===== src/rtl/frame_pkg.sv =====
// Shared constants and types for the depth-frame capture path.
package frame_pkg;

  localparam logic [7:0] SYNC0 = 8'hA5;
  localparam logic [7:0] SYNC1 = 8'h5A;

  localparam int ADDR_W    = 18;
  localparam int DEPTH_W   = 16;
  localparam int DEF_HSIZE = 512;
  localparam int DEF_VSIZE = 424;

  // ST_ prefix keeps the SYNC1 state distinct from the SYNC1 byte constant.
  typedef enum logic [2:0] {
    ST_HUNT  = 3'd0,
    ST_SYNC1 = 3'd1,
    ST_LO    = 3'd2,
    ST_HI    = 3'd3,
    ST_DONE  = 3'd4
  } state_t;

endpackage


===== src/rtl/depth_threshold.sv =====
// Converts one depth sample into a touch-mask bit; zero depth is invalid.
module depth_threshold
  import frame_pkg::*;
(
  input  logic [DEPTH_W-1:0] depth,
  input  logic [DEPTH_W-1:0] near,
  input  logic [DEPTH_W-1:0] far,
  output logic               mask
);

  assign mask = (depth != '0) && (near <= depth) && (depth <= far);

endmodule


===== src/rtl/frame_capture_writer.sv =====
// Parses the sync-prefixed little-endian depth stream and writes the
// thresholded mask into the frame BRAM, pulsing frame_available when done.
module frame_capture_writer
  import frame_pkg::*;
#(
  parameter int HSIZE          = DEF_HSIZE,
  parameter int VSIZE          = DEF_VSIZE,
  parameter int TIMEOUT_CYCLES = 100000
) (
  input  logic               clock,
  input  logic               reset,
  input  logic [7:0]         rx_data,
  input  logic               rx_valid,
  output logic               rx_ready,
  input  logic [DEPTH_W-1:0] depth_near,
  input  logic [DEPTH_W-1:0] depth_far,
  output logic [ADDR_W-1:0]  bram_addr,
  output logic               bram_we,
  output logic               bram_din,
  output logic               frame_available,
  output logic               frame_error,
  output logic               busy
);

  localparam int                TO_W     = $clog2(TIMEOUT_CYCLES + 1);
  localparam logic [TO_W-1:0]   TO_LIMIT = TO_W'(TIMEOUT_CYCLES);
  localparam logic [ADDR_W-1:0] LAST_PIX = ADDR_W'(HSIZE * VSIZE - 1);

  state_t               state, state_next;
  logic                 accept, active, timed_out, last_pix, mask;
  logic                 sync_hit, lo_take, hi_take;
  logic [7:0]           lo_byte;
  logic [DEPTH_W-1:0]   near_q, far_q, depth;
  logic [ADDR_W-1:0]    pix_cnt;
  logic [TO_W-1:0]      idle_cnt;

  assign accept    = rx_valid & rx_ready;
  assign active    = (state == ST_SYNC1) || (state == ST_LO) || (state == ST_HI);
  assign timed_out = active && (idle_cnt == TO_LIMIT);
  assign last_pix  = (pix_cnt == LAST_PIX);
  assign depth     = {rx_data, lo_byte};

  // A timeout wins over a byte arriving in the same cycle: the frame is dead.
  assign sync_hit = (state == ST_SYNC1) && accept && !timed_out && (rx_data == SYNC1);
  assign lo_take  = (state == ST_LO) && accept && !timed_out;
  assign hi_take  = (state == ST_HI) && accept && !timed_out;

  depth_threshold u_threshold (
    .depth (depth),
    .near  (near_q),
    .far   (far_q),
    .mask  (mask)
  );

  always_ff @(posedge clock or posedge reset) begin
    if (reset) state <= ST_HUNT;
    else       state <= state_next;
  end

  always_comb begin
    state_next = state;
    case (state)
      ST_HUNT:
        if (accept && rx_data == SYNC0) state_next = ST_SYNC1;
      ST_SYNC1:
        if (timed_out)                 state_next = ST_HUNT;
        else if (accept) begin
          if (rx_data == SYNC1)        state_next = ST_LO;
          else if (rx_data == SYNC0)   state_next = ST_SYNC1;
          else                         state_next = ST_HUNT;
        end
      ST_LO:
        if (timed_out)                 state_next = ST_HUNT;
        else if (accept)               state_next = ST_HI;
      ST_HI:
        if (timed_out)                 state_next = ST_HUNT;
        else if (accept)               state_next = last_pix ? ST_DONE : ST_LO;
      ST_DONE:                         state_next = ST_HUNT;
      default:                         state_next = ST_HUNT;
    endcase
  end

  always_comb begin
    rx_ready = (state != ST_DONE);
    busy     = (state == ST_LO) || (state == ST_HI) || (state == ST_DONE);
  end

  always_ff @(posedge clock or posedge reset) begin
    if (reset) begin
      near_q          <= '0;
      far_q           <= '0;
      lo_byte         <= '0;
      pix_cnt         <= '0;
      idle_cnt        <= '0;
      bram_addr       <= '0;
      bram_we         <= 1'b0;
      bram_din        <= 1'b0;
      frame_available <= 1'b0;
      frame_error     <= 1'b0;
    end else begin
      bram_we         <= hi_take;
      frame_available <= (state == ST_DONE);
      frame_error     <= timed_out;

      if (active && !accept && !timed_out) idle_cnt <= idle_cnt + 1'b1;
      else                                 idle_cnt <= '0;

      if (sync_hit) begin
        near_q  <= depth_near;
        far_q   <= depth_far;
        pix_cnt <= '0;
      end
      if (lo_take) lo_byte <= rx_data;
      if (hi_take) begin
        bram_addr <= pix_cnt;
        bram_din  <= mask;
        if (!last_pix) pix_cnt <= pix_cnt + 1'b1;
      end
    end
  end

endmodule


===== config.mk =====
export PLATFORM = sky130hd
export DESIGN_NAME = frame_capture_writer
export DESIGN_NICKNAME = d
export VERILOG_FILES = /design/src/rtl/frame_pkg.sv /design/src/rtl/depth_threshold.sv /design/src/rtl/frame_capture_writer.sv
export SDC_FILE = /design/constraint.sdc
export NUM_CORES = 1
export LEC_CHECK = 0
export ABC_CLOCK_PERIOD_IN_PS = 3900
export BUFFER_PORTS_ARGS = -buffer_cell sky130_fd_sc_hd__buf_2
export CORE_MARGIN = 1.5
export CORE_UTILIZATION = 50
export CTS_CLUSTER_SIZE = 12
export DETAILED_ROUTE_END_ITERATION = 12
export PLACE_DENSITY = 0.71
export SLEW_MARGIN = 20
export SYNTH_ARGS = -nofsm -noshare
export SYNTH_HDL_FRONTEND = slang
export SYNTH_SLANG_ARGS = --single-unit

===== constraint.sdc =====
create_clock -name clock -period 3.9 [get_ports clock]
set_input_delay 0.195 -clock clock [delete_from_list [all_inputs] [get_ports clock]]
set_output_delay 0.195 -clock clock [all_outputs]
set_load 0.005 [all_outputs]

After elaboration in Yosys (flattened, before gate mapping) --
Index checks and enable logic that the tools add are counted.
Storage, ports and cells: flip-flop bits (word level) 100, bits of input ports 43, output and inout bits 24, word-level logic and storage cells 66
Operators by class: $add $sub $neg 2, $lt $le $gt $ge 2, eq/ne operators 13, multiplexer cells 15, bitwise gates (word level) 1, reductions and logical operators 22
Operator list (count):
- 2-to-1 mux 18 bit | 3
- <= comparator 16 bit | 2
- 2-to-1 mux 3 bit | 8
- adder 18 x 1 -> 18 bit, second input constant | 1
- == test 18 bit, second input constant | 1
- adder 17 x 1 -> 17 bit, second input constant | 1
- == test 17 bit, second input constant | 1
- 2-to-1 mux 17 bit | 1
- nonzero test 16 bit | 1
- logical AND 1 bit | 13
- != test 3 bit, second input constant | 4
- case mux 3 bit (4 select lines) | 1
- == test 8 x 7 -> 1 bit, second input constant | 1
- == test 8 bit, second input constant | 1
- == test 3 x 2 -> 1 bit, second input constant | 2
- logical OR 1 bit | 4
- AND reduction 4 bit | 1
- == test 3 x 1 -> 1 bit, second input constant | 1
- == test 3 bit, second input constant | 1
- zero test 3 bit | 1
- zero test 1 bit | 2
- 2-to-1 mux 2 bit | 1
- != test 2 bit, second input constant | 1
- AND 1 bit | 1
- 2-to-1 mux 1 bit | 1

Longest topological paths before layout --
depth after elaboration 10, depth in mapped cells 9, gate-level depth less buffers 8

Cells and area by module --
Synthesis repeated with hierarchy kept, for this count alone.
Unflattened totals: cells, all modules 478, area total of the unflattened synthesis 5373.9 sq um
Modules (own cells, without submodules):
- frame_capture_writer | times used 1, cells each 358, area an instance 4521.8 sq um
- depth_threshold | times used 1, cells each 120, area an instance 852.1 sq um

Worst setup path after synthesis --
No wires, ideal clock.
kind reg-to-reg, start reg idle_cnt[0], end reg far_q[0], setup time 0.125 ns, arrival time 2.183 ns, required time 3.775 ns, setup slack 1.592 ns, stages on the path, launching flop included 8, buffers on the path 1, path through dfrtp_1 inv_1 ha_1 or4b_4 or4_4 nand3b_4 buf_6 mux2_2
On the way: longest elaborated chain between the ends 5
Ends and longest elaborated chain:
- start: declaration | line frame_capture_writer.sv:35 | logic [TO_W-1:0] idle_cnt;
- start signal: assignment | line frame_capture_writer.sv:105 | if (active && !accept && !timed_out) idle_cnt <= idle_cnt + 1'b1;
- == test 17 bit | line frame_capture_writer.sv:39 | assign timed_out = active && (idle_cnt == TO_LIMIT);
- logical AND 1 bit | line frame_capture_writer.sv:39
- zero test 1 bit | line frame_capture_writer.sv:44 | assign sync_hit = (state == ST_SYNC1) && accept && !timed_out && (rx_data == SYNC1);
- logical AND 1 bit (2 in a row) | line frame_capture_writer.sv:44
- end signal: assignment | line frame_capture_writer.sv:110 | far_q <= depth_far;
- end: declaration | line frame_capture_writer.sv:33 | logic [DEPTH_W-1:0] near_q, far_q, depth;
Every way passes these cells. A chain may end at the register's enable or synchronous reset.

Worst setup path after layout --
start reg idle_cnt[0], end reg pix_cnt[10]
On the way: longest elaborated chain between the ends 8, elaborated cells on any way between the ends 9, those cells by class eq/ne: 1; mux: 3; reduce/logical: 5
Ends and longest elaborated chain:
- == test 17 bit (*) | line frame_capture_writer.sv:39
- logical AND 1 bit (*) | line frame_capture_writer.sv:39
- zero test 1 bit (*) | line frame_capture_writer.sv:44, frame_capture_writer.sv:46
- logical AND 1 bit (2 in a row) | line frame_capture_writer.sv:44
- 2-to-1 mux 18 bit | line frame_capture_writer.sv:108 | if (sync_hit) begin
- 2-to-1 mux 18 bit | line frame_capture_writer.sv:117 | if (!last_pix) pix_cnt <= pix_cnt + 1'b1;
- 2-to-1 mux 18 bit (*) | line frame_capture_writer.sv:114 | if (hi_take) begin
- end signal: assignment | line frame_capture_writer.sv:117
- end: declaration | line frame_capture_writer.sv:34 | logic [ADDR_W-1:0] pix_cnt;
Mark *: on every way between the ends. The rest lies on a longest branch, timed or not.

==> impl_metrics.ini <==
[outcome]
status = complete, but fails checks
failed_checks = negative hold slack

[synth]
synth-main-ff-cell = dfrtp_1
synthSimpleGateAreaFrac = 0.203
yosys_warnings = 0
syn-num-nets = 603
synthArstFlopShare = 1.00
synth_fa_ha_area_frac = 0.0834
synth_cell_type_count = 54
ys_ff_latch = 100
synth-seq-area-share = 0.476
syn_area_um2 = 5250
netlist_instances = 525
synth_top_family_by_area = simple AND/OR/NAND/NOR gates
synth_compound_area_frac = 0.0848
synth_top_area_frac = 0.476
synth_edf_count = 0
synth_xor_area_frac = 0.0300
synth_top_area_cell = dfrtp_1
synth_area_leaders = dfrtp_1 (48%), ha_1 (8.3%), mux2_2 (6.9%)
syn_area_per_cell_um2 = 10.0
synthMuxAreaShare = 0.0705

[sta]
worst-slew-pin-transition_ns = 0.840
finalHoldViolCount = 35
fin_skew_ns = 0.0116
rsz0062_at_grt = false
period_needed_ns = 2.83
holdWs_ns = -0.0307
fin_setup_tns_ns = 0
relSlewSlack = 0.440
setup_violations = 0
fin_crit_sh = 0.726
max_clock_freq_mhz = 353
slew_viol_final = 0
fin_ws_ns = 1.07

[clock_tree]
cts_setup_buffers = 0
cts_buffers = 9
ctsHoldBuffers = 0
clk_path_buf_depth = 2
cts-root-buf = clkbuf_8
clk_latency_ns = 0.38
post_cts_resized = 0
cts_num_sinks = 100
htree_levels = 3
clk_pin_slew_worst_paths_ns = 0.10
cts_tree = done

[power]
intPower_w = 0.00138
switching_share = 0.231
power_w = 0.00179
ir_drop_v = 0.000165
leakage_nw = 2.95
seqPwrFrac = 0.580
power-per-cell-area_nw_per_um2 = 305
power.share.clock = 0.379
combPwrFrac = 0.041
p_sw_w = 0.000412

[placed_design]
pre_cts_ws_ns = 1.11
dp_hpwl_um = 7820
io_buffers = 66
place_area_um2 = 5670
gp_congestion = 0.840

[critical_path]
cp_num_buf_inv = 1
cp_max_fo = 43
critPathKind = reg2reg
crit_family = simple AND/OR/NAND/NOR gates
cp_slowest_stage_delay_ns = 0.58
timing.rr.start = idle_cnt[0]
crit_path_end_kind = register
crit_arrival_ns = 3.14
crit_chain = inv_1 > ha_1 > or4b_4 > or4_4 > nand3b_4 > and2_1 > a22o_1
start_kind = register
regToRegSetupSlack_ns = 1.07
required_ns = 4.21
critPathSlowestCell = or4_4
reg2reg_depth = 7
r2r-end = pix_cnt[10]

[cells_and_area]
stdcell_area_um2 = 5870
area.sequential_um2 = 2500
layout_commonest_cell = dfrtp_1
diodes = 0
final_util = 0.571
drive_gt1_frac = 0.216
syn2layout_area_growth_pct = 11.7
nFillCells = 921
multiInputGateArea_um2 = 2480
final_cell_mix = dfrtp_1 (100), nand2_1 (84), buf_2 (66)
nNetsFinal = 666

[die]
dieArea_um2 = 11100
coreArea_um2 = 10300
num_rows = 37
io_pins = 67
fp.dieH_um = 106
die_w_um = 106
initial_core_util = 0.511

[grt]
grt_first_pass_wirelength_um = 18500
globalRouteMet1Util = 0.280
track_usage = 0.212
grt.met3_usage = 0.0421
grt.busiest_layer = met2
grt_start_max_net_pins = 69
gr-usage-met2 = 0.345
grt_remaining_overflow = 0
antenna_found_initial = 0
grt_pass1_vias = 3942

[detailed_routing]
via_per_inst = 5.47
drt_iter0_drc = 171
num_vias = 3984
firstDrtPassIters = 4
drc = 0
routedWlPerCell_um = 14.9
wirelength_um = 10800
ant_nets = 0

[min_path]
min_path_type = in2async

[flow_run]
timing.max_cap.violations = 0
==> worst max path at each step <==
stage | from | to | slack (ns) | cells after the start
floorplan | reset | bram_addr[0] | 1.09 | 1
global placement | idle_cnt[0] | pix_cnt[10] | 1.17 | 7
detailed placement | idle_cnt[0] | pix_cnt[3] | 1.11 | 7
CTS | idle_cnt[0] | pix_cnt[10] | 1.07 | 7
global route | idle_cnt[0] | pix_cnt[10] | 0.93 | 7
finish | idle_cnt[0] | pix_cnt[10] | 1.07 | 7
==> logic make-up after synthesis <==
logic type | after synthesis
mux | 33
flops | 100
simple gates | 210
fa+ha+maj | 35
compound gates | 69
buf+inv | 60
xor+xnor | 18
==> metal layers <==
metal  up-vias  wire length, µm
met1      1934             4990
met5         -                0
li1       1955                -
met3        16              429
met2        79             5190
met4         0              219
==> flip-flops by register name, indices dropped and copies added, names as in the netlist <==
| signal | flops |
|---|---|
| frame_available | 1 |
| frame_error | 1 |
| state | 3 |
| bram_din | 1 |
| pix_cnt | 18 |
| bram_addr | 18 |
| idle_cnt | 17 |
| near_q | 16 |
| bram_we | 1 |
| lo_byte | 8 |
| far_q | 16 |
==> through the flow <==
| stage | instances | hold slack, ns |
|---|---|---|
| 2_1_floorplan | 525 | 0.345 |
| 3_3_place_gp | 713 | 0.408 |
| 3_5_place_dp | 713 | 0.419 |
| 4_1_cts | 729 | 0.00737 |
| 5_1_grt | 729 | 0.0228 |
| 6_report | 729 | -0.0307 |
==> power groups by stage <==
stage	logic, W	registers, W	clock network (W)
2_1_floorplan	0.0000357	0.00106	0
3_3_place_gp	0.0000724	0.00106	0
3_5_place_dp	0.0000748	0.00106	0
4_1_cts	0.0000751	0.00104	0.000695
5_1_grt	0.0000843	0.00104	0.000744
6_report	0.0000732	0.00104	0.000678
==> final cells by class <==
cell class / count / share of cell area
multi-input cells: 365 / 0.422
flip-flops and latches: 100 / 0.426
clock buffers: 10 / 0.0235
clock inverters: 6 / 0.0109
well taps: 136 / 0.0290
inverters: 43 / 0.0279
repair buffers: 69 / 0.0601
==> synth_stat cells, drive strengths merged, types with 5 or more instances <==
cell   count
ha        35
xor2       6
mux2      32
nand3     22
dfrtp    100
xnor2     12
nor4       7
or4        5
nor3      12
or3       12
nand4     14
nor2b      5
buf       13
nor2      25
a21oi     19
o21ai     23
inv       43
nand2     85
and3       7
(Power assumes the default switching activity.)
